**src/rtl/bin_to_bcd.sv**
```systemverilog
// Sequential 16-bit binary to 4-digit packed BCD converter (shift-and-add-3).
// Results above 9999 saturate to 9999 and raise overflow_o.
module bin_to_bcd (
    input  logic        clk_i,
    input  logic        rst_ni,
    input  logic [15:0] binary_in,
    input  logic        valid_i,
    output logic        ready_o,
    output logic [15:0] bcd_o,
    output logic        valid_o,
    output logic        overflow_o
);

    typedef enum logic [1:0] {
        ST_IDLE  = 2'd0,
        ST_SHIFT = 2'd1,
        ST_DONE  = 2'd2
    } state_t;

    state_t      r_state;
    state_t      w_state_nxt;
    logic [15:0] r_shift;
    logic [19:0] r_scratch;
    logic [4:0]  r_count;
    logic [15:0] r_bcd;
    logic        r_ovf;

    logic        w_accept;
    logic        w_iter;
    logic        w_last;
    logic [19:0] w_adj;
    logic [19:0] w_scratch_nxt;
    logic [15:0] w_shift_nxt;
    logic [15:0] w_res_bcd;
    logic        w_res_ovf;

    function automatic logic [3:0] add3_digit(input logic [3:0] d);
        logic [3:0] r;
        if (d >= 4'd5) begin
            r = d + 4'd3;
        end else begin
            r = d;
        end
        return r;
    endfunction

    function automatic logic [19:0] add3_all(input logic [19:0] s);
        logic [19:0] r;
        r = 20'd0;
        for (int i = 0; i < 5; i++) begin
            r[i*4 +: 4] = add3_digit(s[i*4 +: 4]);
        end
        return r;
    endfunction

    // State register
    always_ff @(posedge clk_i or negedge rst_ni) begin
        if (!rst_ni) begin
            r_state <= ST_IDLE;
        end else begin
            r_state <= w_state_nxt;
        end
    end

    // Next-state decode and iteration control
    always_comb begin
        w_state_nxt = r_state;
        w_accept    = 1'b0;
        w_iter      = 1'b0;
        w_last      = 1'b0;
        case (r_state)
            ST_IDLE: begin
                if (valid_i) begin
                    w_accept    = 1'b1;
                    w_state_nxt = ST_SHIFT;
                end else begin
                    w_state_nxt = ST_IDLE;
                end
            end
            ST_SHIFT: begin
                w_iter = 1'b1;
                if (r_count == 5'd15) begin
                    w_last      = 1'b1;
                    w_state_nxt = ST_DONE;
                end else begin
                    w_state_nxt = ST_SHIFT;
                end
            end
            ST_DONE: begin
                w_state_nxt = ST_IDLE;
            end
            default: begin
                w_state_nxt = ST_IDLE;
            end
        endcase
    end

    // One double-dabble step: correct digits, then shift operand MSB into scratch
    always_comb begin
        w_adj         = add3_all(r_scratch);
        w_scratch_nxt = {w_adj[18:0], r_shift[15]};
        w_shift_nxt   = {r_shift[14:0], 1'b0};
        if (w_scratch_nxt[19:16] == 4'd0) begin
            w_res_bcd = w_scratch_nxt[15:0];
            w_res_ovf = 1'b0;
        end else begin
            w_res_bcd = 16'h9999;
            w_res_ovf = 1'b1;
        end
    end

    // Datapath: operand capture, iterations, and result registration
    always_ff @(posedge clk_i or negedge rst_ni) begin
        if (!rst_ni) begin
            r_shift   <= 16'd0;
            r_scratch <= 20'd0;
            r_count   <= 5'd0;
            r_bcd     <= 16'h0000;
            r_ovf     <= 1'b0;
        end else if (w_accept) begin
            r_shift   <= binary_in;
            r_scratch <= 20'd0;
            r_count   <= 5'd0;
        end else if (w_iter) begin
            r_shift   <= w_shift_nxt;
            r_scratch <= w_scratch_nxt;
            r_count   <= r_count + 5'd1;
            if (w_last) begin
                r_bcd <= w_res_bcd;
                r_ovf <= w_res_ovf;
            end else begin
                r_bcd <= r_bcd;
                r_ovf <= r_ovf;
            end
        end else begin
            r_shift   <= r_shift;
            r_scratch <= r_scratch;
            r_count   <= r_count;
        end
    end

    // Handshake flags come straight from the state register
    assign ready_o    = (r_state == ST_IDLE);
    assign valid_o    = (r_state == ST_DONE);
    assign bcd_o      = r_bcd;
    assign overflow_o = r_ovf;

endmodule

```
**config.mk**
```make
export PLATFORM = sky130hd
export DESIGN_NAME = bin_to_bcd
export DESIGN_NICKNAME = d
export VERILOG_FILES = /design/src/rtl/bin_to_bcd.sv
export SDC_FILE = /design/constraint.sdc
export NUM_CORES = 1
export LEC_CHECK = 0
export BUFFER_PORTS_ARGS = -buffer_cell sky130_fd_sc_hd__buf_2
export CORE_MARGIN = 4
export CORE_UTILIZATION = 57
export CTS_BUF_LIST = sky130_fd_sc_hd__clkbuf_4 sky130_fd_sc_hd__clkbuf_8 sky130_fd_sc_hd__clkbuf_16
export DETAILED_ROUTE_END_ITERATION = 7
export PLACE_DENSITY = 0.89
export SETUP_SLACK_MARGIN = 0.1
export SYNTH_ARGS = -nofsm -noshare
export SYNTH_HDL_FRONTEND = slang
export SYNTH_SLANG_ARGS = --single-unit
export TNS_END_PERCENT = 30
```
**constraint.sdc**
```tcl
create_clock -name clk_i -period 2.26 [get_ports clk_i]
set_input_delay 0.113 -clock clk_i [delete_from_list [all_inputs] [get_ports clk_i]]
set_output_delay 0.113 -clock clk_i [all_outputs]
set_load 0.01 [all_outputs]
```
### After elaboration in Yosys (flattened, before gate mapping)

Index checks and enable logic that the tools add are counted.
W data, S select, Z words.

| operators by class | value |
|---|---|
| $add $sub $neg | 6 |
| $mul | 0 |
| div/mod/pow operators | 0 |
| magnitude comparators | 5 |
| eq/ne operators | 3 |
| shift operators | 0 |
| mux-type cells | 21 |
| bitwise operators | 1 |
| reductions and logical operators | 4 |

Operators with widths:

| operator | count |
|---|---|
| $mux W16 | 3 |
| $mux W20 | 2 |
| $ge A4 B3 Y1 const B | 5 |
| $add A4 B2 Y4 const B | 4 |
| $mux W4 | 4 |
| $mux W5 | 2 |
| $mux W1 | 7 |
| $add A5 B1 Y5 const B | 1 |
| $eq A5 B4 Y1 const B | 1 |
| $logic_not A4 Y1 | 1 |
| $pmux W2 S2 | 1 |
| $add A3 B2 Y3 const B | 1 |
| $mux W3 | 1 |
| $reduce_and A3 Y1 | 1 |
| $eq A2 B1 Y1 const B | 1 |
| $eq A2 B2 Y1 const B | 1 |
| $logic_not A2 Y1 | 1 |
| $mux W2 | 1 |
| $reduce_bool A2 Y1 | 1 |
| $not A1 Y1 | 1 |

| storage, ports and cells | value |
|---|---|
| bits in registers | 60 |
| latch bits | 0 |
| RAM bits | 0 |
| ROM bits | 0 |
| input bits | 19 |
| output and inout port bits | 19 |
| logic and storage cells | 46 |
| memories kept | 0 |

### Depth between registers and ports, before layout

Gate-level depths: netlist of the first run.

| logic depth | value |
|---|---|
| depth in word-level cells | 4 |
| mapped depth | 8 |
| depth with buffers taken out | 7 |

### Worst setup path after synthesis of the first run

Ideal clock, no wire load.

| timing | value |
|---|---|
| path kind | reg-to-reg |
| start point | register r_scratch[17] |
| end point | register r_bcd[11] (netlist: bcd_o[11]) |
| library setup time | 0.126 ns |
| arrival | 1.828 ns |
| data required time | 2.134 ns |
| path slack | 0.305 ns |
| stages on the path, launching flop included | 8 |
| buffers on the path | 1 |
| period minus slack after synthesis | 1.955 ns |
| path through | dfrtp_1 inv_1 ha_1 nand2b_2 a2111oi_4 o211ai_2 buf_6 o32a_1 |

| on the way | value |
|---|---|
| longest elaborated chain between the ends | 4 |
| elaborated cells between the ends (all ways) | 5 |
| classes of those cells | 1 x add/sub; 1 x order compare; 2 x mux; 1 x reduce/logical |

RTL lines:

| item | RTL line | RTL |
|---|---|---|
| start: declaration | 23 | `logic [19:0] r_scratch;` |
| start signal: assignment | 126 | `r_scratch <= w_scratch_nxt;` |
| start signal: assignment | 137 | `r_scratch <= r_scratch;` |
| $ge A4 B3 Y1 / $add A3 B2 Y3 (equally long branches) | 39, 40 |  |
| $mux W3 * | 39 | `if (d >= 4'd5) begin` |
| $logic_not A4 Y1 * | 103 | `if (w_scratch_nxt[19:16] == 4'd0) begin` |
| $mux W16 * | 103 |  |
| end signal: assignment | 129 | `r_bcd <= w_res_bcd;` |
| end signal: assignment | 132 | `r_bcd <= r_bcd;` |
| end: declaration | 25 | `logic [15:0] r_bcd;` |

Mark *: on every way between the ends. The rest lies on a longest branch, timed or not.
A chain may end at the register's enable or synchronous reset.

### Final worst setup path of the first run

| timing | value |
|---|---|
| start point | register r_scratch[16] |
| end point | register r_bcd[3] (netlist: bcd_o[3]) |

The elaborated chain is that of the path after synthesis.

==> flow_summary.toml, run 1 <==
[synth]
synthSimpleGateAreaFrac_pct = 16.0
synth-xor-area-share_pct = 1.51
yosysSeqAreaShare_pct = 51.8
synth_flop_cell = "dfrtp_1"
synth_edf_count = 0
synth_top_family_by_area = "compound AO/OA/AOI/OAI gates"
synth_compound_area_share_pct = 19.8
synth.distinct_cells = 36
synthCells = 297
synth_top_cell_area_share_pct = 51.8
yosysWarnings = 0
syn_area_sq_um = 2900
synth.avg_cell_area_sq_um = 9.77
yosys-top-cells-area = "dfrtp_1, nand2_1, o21ai_0"
synthesis.nets = 328
synth_seq_cells = 60
yosys.area_share.adder_pct = 5.18
ys_async_sr_fraction_pct = 100
synth_mux_area_share_pct = 1.90
synth_top_area_cell = "dfrtp_1"

[clocking]
cts_root_buffer = "clkbuf_8"
cts_buffers = 9
h-tree-depth = 3
clk_pin_slew_ns = 0.06
clk_path_buf_depth = 2
cts_tree = "done"
clock_latency_ns = 0.34
numClockSinks = 60

[floorplanning]
die_h_um = 79.3
die_x_um = 79.3
die_area_sq_um = 6290
rows = 25
initial_core_util_pct = 60.2
coreArea_sq_um = 4820
io_pins = 38

[critical_path]
rrSetupSlack_ns = 0.20
crit_type = "reg -> reg"
r2r-start = "r_scratch[16]"
cp.required_ns = 2.48
r2r_end = "bcd_o[3]"
critPathArrivalTime_ns = 2.29
end_kind = "register"
worst-path-max-fanout = 13
setup.worst_path.start_class = "register"
crit_start = "r_scratch[16]"
ff2ff_path_depth = 6

[place]
gp_congestion = 0.819
port_buffers = 37
dp.cells = 393
dp_hpwl_um = 4320

[sta]
drv_slew = 0
rsz0062_at_grt = "no"
final-setup-viol-count = 0
fin_crit_sh_pct = 91.2
skew_ns = 0.00904
fin_crit_ns = 2.06
slew_headroom_pct = 38.8
tns_ns = 0
fmax_mhz = 485
worst_pin_slew_ns = 0.917
finalHoldViolations = 0

[hold_path]
whs_endpoint = "r_shift[2]"
whs_path_depth = 3
hold_class = "in -> reg"
min-delay-start = "binary_in[2]"

[final_layout]
stdcell_count = 419
area_growth_syn_to_layout_pct = 19.8
drive_above_1_share_pct = 21.3
n_antenna_cell = 0
final_nets = 380

[drt]
routed_via_density = 5.62
num_vias = 2353
firstDrtPassIters = 4
post_drt_wl_per_cell_um = 15.6
drtIter0Drc = 193
drt_wl_total_um = 6540
drc = 0
ant_nets = 0

[global_routing]
grt_pass1_vias = 2360
antenna_found_initial = 0
grt_pass1_wl_um = 10900
track_usage_pct = 22.7
grt_overflow = 0
grt_max_degree = 35

[power]
powerDensity_nw_per_um2 = 1510
ir_worst_vdd_mv = 1.02
p_leak_nw = 1.61

[flow_run]
maxCapViolCount = 0

[outcome]
outcome = "finished, final reports clean"
[cell usage after synthesis (5+ instances only)]
library cell and instances:
a21oi_1 11, a22oi_1 15, clkbuf_1 9, dfrtp_1 60, ha_1 12, inv_1 12, nand2_1 64, nand2b_1 9
nor2_1 8, nor3_1 5, o21ai_0 38, o31ai_1 9, xnor2_1 5
[stage by stage]
stage               hold WS (ns)  setup slack (ns)  instance area [sq um]  utilization, %  total power, W
finish                   0.00603             0.198                   3470            72.1         0.00525
global placement           0.157             0.173                   3170            65.8         0.00416
CTS                      0.00105             0.123                   3460            71.9         0.00523
global route             0.00907             0.101                   3470            72.1         0.00568
detailed placement         0.159            0.0723                   3170            65.8         0.00432
floorplan                 -0.183             0.306                   2900               -         0.00362
[cell type report]
type	count	area, sq um
clock buffer	12	165
clock inverter	2	10.0
fill	361	1340
inverter	12	45.0
multi-input combinational	211	1310
sequential	60	1500
tap	67	83.8
timing repair buffer	55	360
[worst max-delay path by stage]
stage                      to  depth (start not counted)
floorplan           bcd_o[11]                          7
global placement     bcd_o[3]                          6
detailed placement  bcd_o[15]                          6
CTS                 bcd_o[15]                          6
global route         bcd_o[3]                          6
finish               bcd_o[3]                          6
[registers in the layout, summed over array words and instances (netlist names)]
signal / cells
r_shift: 16
r_state: 2
overflow_o: 1
r_scratch: 20
bcd_o: 16
r_count: 5
[report_power, final]
part	internal (W)	switching, W
registers	0.00158	0.000405
logic	0.000988	0.00142
clock network	0.000471	0.000395
total	0.00304	0.00222
[cells by family after synthesis]
| family | after synthesis |
|---|---|
| AO/OA/AOI/OAI | 87 |
| XOR/XNOR | 5 |
| adder cells (fa/ha/maj) | 12 |
| buffers and inverters | 26 |
| flip-flops | 60 |
| multiplexers | 5 |
| AND/OR/NAND/NOR | 102 |
[layer usage]
layer,vias to the layer above,wire length [um],track usage (%)
li1,1143,-,-
met1,1116,2830,27.1
met2,80,3170,38.2
met3,14,397,5.90
met4,0,141,11.0
met5,-,0,0
[critical path, cell delays in order, from the launching register on]
cell and delay (ns):
dfrtp_1 0.44, inv_1 0.12, ha_1 0.25, nand2b_2 0.11
a2111oi_4 0.40, o211ai_4 0.21, o32a_2 0.42
[placed cells by master, fill, tap and decap left out, types with 2 or more instances in the layout]
cell type	synthesis	routed
nand2b_1	9	9
a21oi_1	11	11
a22oi_1	15	15
dlygate4sd3_1	0	11
nor3_1	5	5
xnor2_1	5	5
a31oi_1	3	3
buf_2	2	37
o31ai_1	9	9
mux2_2	4	4
nor2b_1	2	2
nand2_1	64	64
clkbuf_8	0	12
nand3_1	3	2
o21ai_0	38	38
clkinv_2	0	2
buf_4	1	6
inv_1	12	12
nor2_1	8	7
and3_1	2	2
or3b_2	2	2
ha_1	12	12
o32a_2	4	4
nor3b_1	4	3
dfrtp_1	60	60
[timing repair]
item | 4_1_cts | 5_1_grt
endpoints found under the setup margin | 5 | 7
endpoints found under the hold margin | 36 | 0
hold buffers | 11 | 0
setup buffers | 0 | 1
gates resized for setup | 1 | 1
pin swaps | 0 | 2
(Power assumes the default switching activity.)
==> run 2: changes to the inputs <==
Settings changed: CORE_MARGIN 4 to unset.
==> run 2 against run 1 <==
- first-iteration DRC count is 11% lower
- worst setup slack better by 0.031 ns
- final cell count is 0.95% lower
- critical path depth stayed put
- design area is 1.0% lower
- wire length is 2.0% lower
- via count hardly changed
- flip-flop and latch count stayed put
- sequential power hardly changed
- critical endpoint is now bcd_o[15]
- total power is 1.8% higher
- clock power is 12% higher
==> flow_summary.toml, run 2 (synthesis results as in run 1) <==
[global_routing]
grt_overflow = 0
antenna_found_initial = 0
track_usage_pct = 26.6
grt_pass1_wl_um = 10600
grt_pass1_vias = 2353
grt_max_degree = 61

[drt]
drc = 0
drt_wl_total_um = 6410
drtIter0Drc = 172
ant_nets = 0
firstDrtPassIters = 5
num_vias = 2354
post_drt_wl_per_cell_um = 15.4
routed_via_density = 5.67

[clocking]
h-tree-depth = 3
cts_root_buffer = "clkbuf_8"
clk_path_buf_depth = 2
numClockSinks = 60
cts_buffers = 9
post-cts-setup-buffer-count = 0
cts_tree = "done"
clk_pin_slew_ns = 0.06
clock_latency_ns = 0.34

[place]
dp.cells = 393
dp_hpwl_um = 4150
gp_congestion = 0.789
pre_cts_slack_ns = 0.102
port_buffers = 37

[sta]
skew_ns = 0.00483
rsz0062_at_grt = "no"
finalHoldViolations = 0
fin_crit_sh_pct = 89.9
setup_ws_ns = 0.228
slew_headroom_pct = 36.0
fin_crit_ns = 2.03
fmax_mhz = 492
worst_pin_slew_ns = 0.959
tns_ns = 0
final-setup-viol-count = 0
drv_slew = 0

[power]
ir_worst_vdd_mv = 0.763
powerDensity_nw_per_um2 = 1550
p_leak_nw = 1.59

[hold_path]
whs_path_depth = 3
hold_class = "in -> reg"
min-delay-start = "binary_in[12]"
whs_endpoint = "r_shift[12]"

[final_layout]
area_growth_syn_to_layout_pct = 18.6
seqCellArea_sq_um = 1500
final_nets = 374
largest_register_ff_count = 20
n_antenna_cell = 0
regMostFlops = "r_scratch"
layout_commonest_cell = "nand2_1"
layout_common_cells = "nand2_1, dfrtp_1, o21ai_0, buf_2, a22oi_1"
fill_cells = 374
drive_above_1_share_pct = 22.1
stdcell_count = 415
multi_input_area_sq_um = 1310

[critical_path]
r2r_end = "bcd_o[15]"
cp.required_ns = 2.49
ff2ff_path_depth = 6
crit_start = "r_scratch[17]"
r2r-start = "r_scratch[17]"
worst-path-max-fanout = 13
end_kind = "register"
setup.worst_path.start_class = "register"
critPathArrivalTime_ns = 2.26
crit_type = "reg -> reg"
rrSetupSlack_ns = 0.23

[flow_run]
maxCapViolCount = 0

[floorplanning]
die_area_sq_um = 5380
die_x_um = 73.3
initial_core_util_pct = 60.2
io_pins = 38
rows = 25
coreArea_sq_um = 4820
die_h_um = 73.3

[outcome]
outcome = "finished, final reports clean"
run 2: changes by cell type in the layout (fill, tap and decap cells not counted):
cell           change
buf_12             -1
ha_1               -1
clkbuf_4           +2
dlygate4sd3_1      -5
ha_2               +1
clkbuf_8           +2
clkinv_2           -2
run 2: where the power goes:
group          internal [W]  total (W)  switching [W]
Combinational      0.000972    0.00239        0.00142
Clock              0.000573   0.000970       0.000396
Sequential          0.00158    0.00199       0.000409
Total               0.00312    0.00535        0.00223
run 2: repair_timing:
action                                  4_1_cts  5_1_grt
gates resized for setup                       1        2
hold buffers                                  6        0
endpoints found under the setup margin        3       10
endpoints found under the hold margin        65        0
pin swaps                                     0        1
run 2: critical path, stage by stage, from the launching register on:
cell	delay, ns
dfrtp_1	0.40
inv_1	0.10
ha_1	0.20
nand2b_2	0.20
a2111oi_4	0.40
o211ai_4	0.22
o32a_2	0.40
run 2: worst max path at each step:
| stage | end | slack, ns | depth (start not counted) |
|---|---|---|---|
| floorplan | bcd_o[11] | 0.31 | 7 |
| detailed placement | bcd_o[15] | 0.10 | 6 |
| CTS | bcd_o[15] | 0.15 | 7 |
| finish | bcd_o[15] | 0.23 | 6 |
| global route | bcd_o[3] | 0.12 | 6 |
| global placement | bcd_o[15] | 0.16 | 6 |
run 2: layout make-up:
| class | count | area share (%) |
|---|---|---|
| multi-input combinational | 211 | 38.1 |
| timing repair buffer | 49 | 8.44 |
| sequential | 60 | 43.7 |
| clock buffer | 16 | 6.04 |
| tap | 67 | 2.44 |
| inverter | 12 | 1.31 |
run 2: per-layer routing:
metal | up-vias | GRT usage (%) | wire [um]
li1 | 1127 | - | -
met1 | 1137 | 33.7 | 2810
met2 | 75 | 43.7 | 3140
met3 | 15 | 5.49 | 341
met4 | 0 | 13.0 | 120
met5 | - | 0 | 0
run 2: metrics by stage:
stage	total power, W	cell area, sq um	hold slack, ns	utilization [%]
2_1_floorplan	0.00362	2900	-0.183	-
3_3_place_gp	0.00416	3160	0.304	65.5
3_5_place_dp	0.00431	3160	0.306	65.5
4_1_cts	0.00533	3430	0.000408	71.2
5_1_grt	0.00578	3440	0.0131	71.4
6_report	0.00535	3440	0.00542	71.4
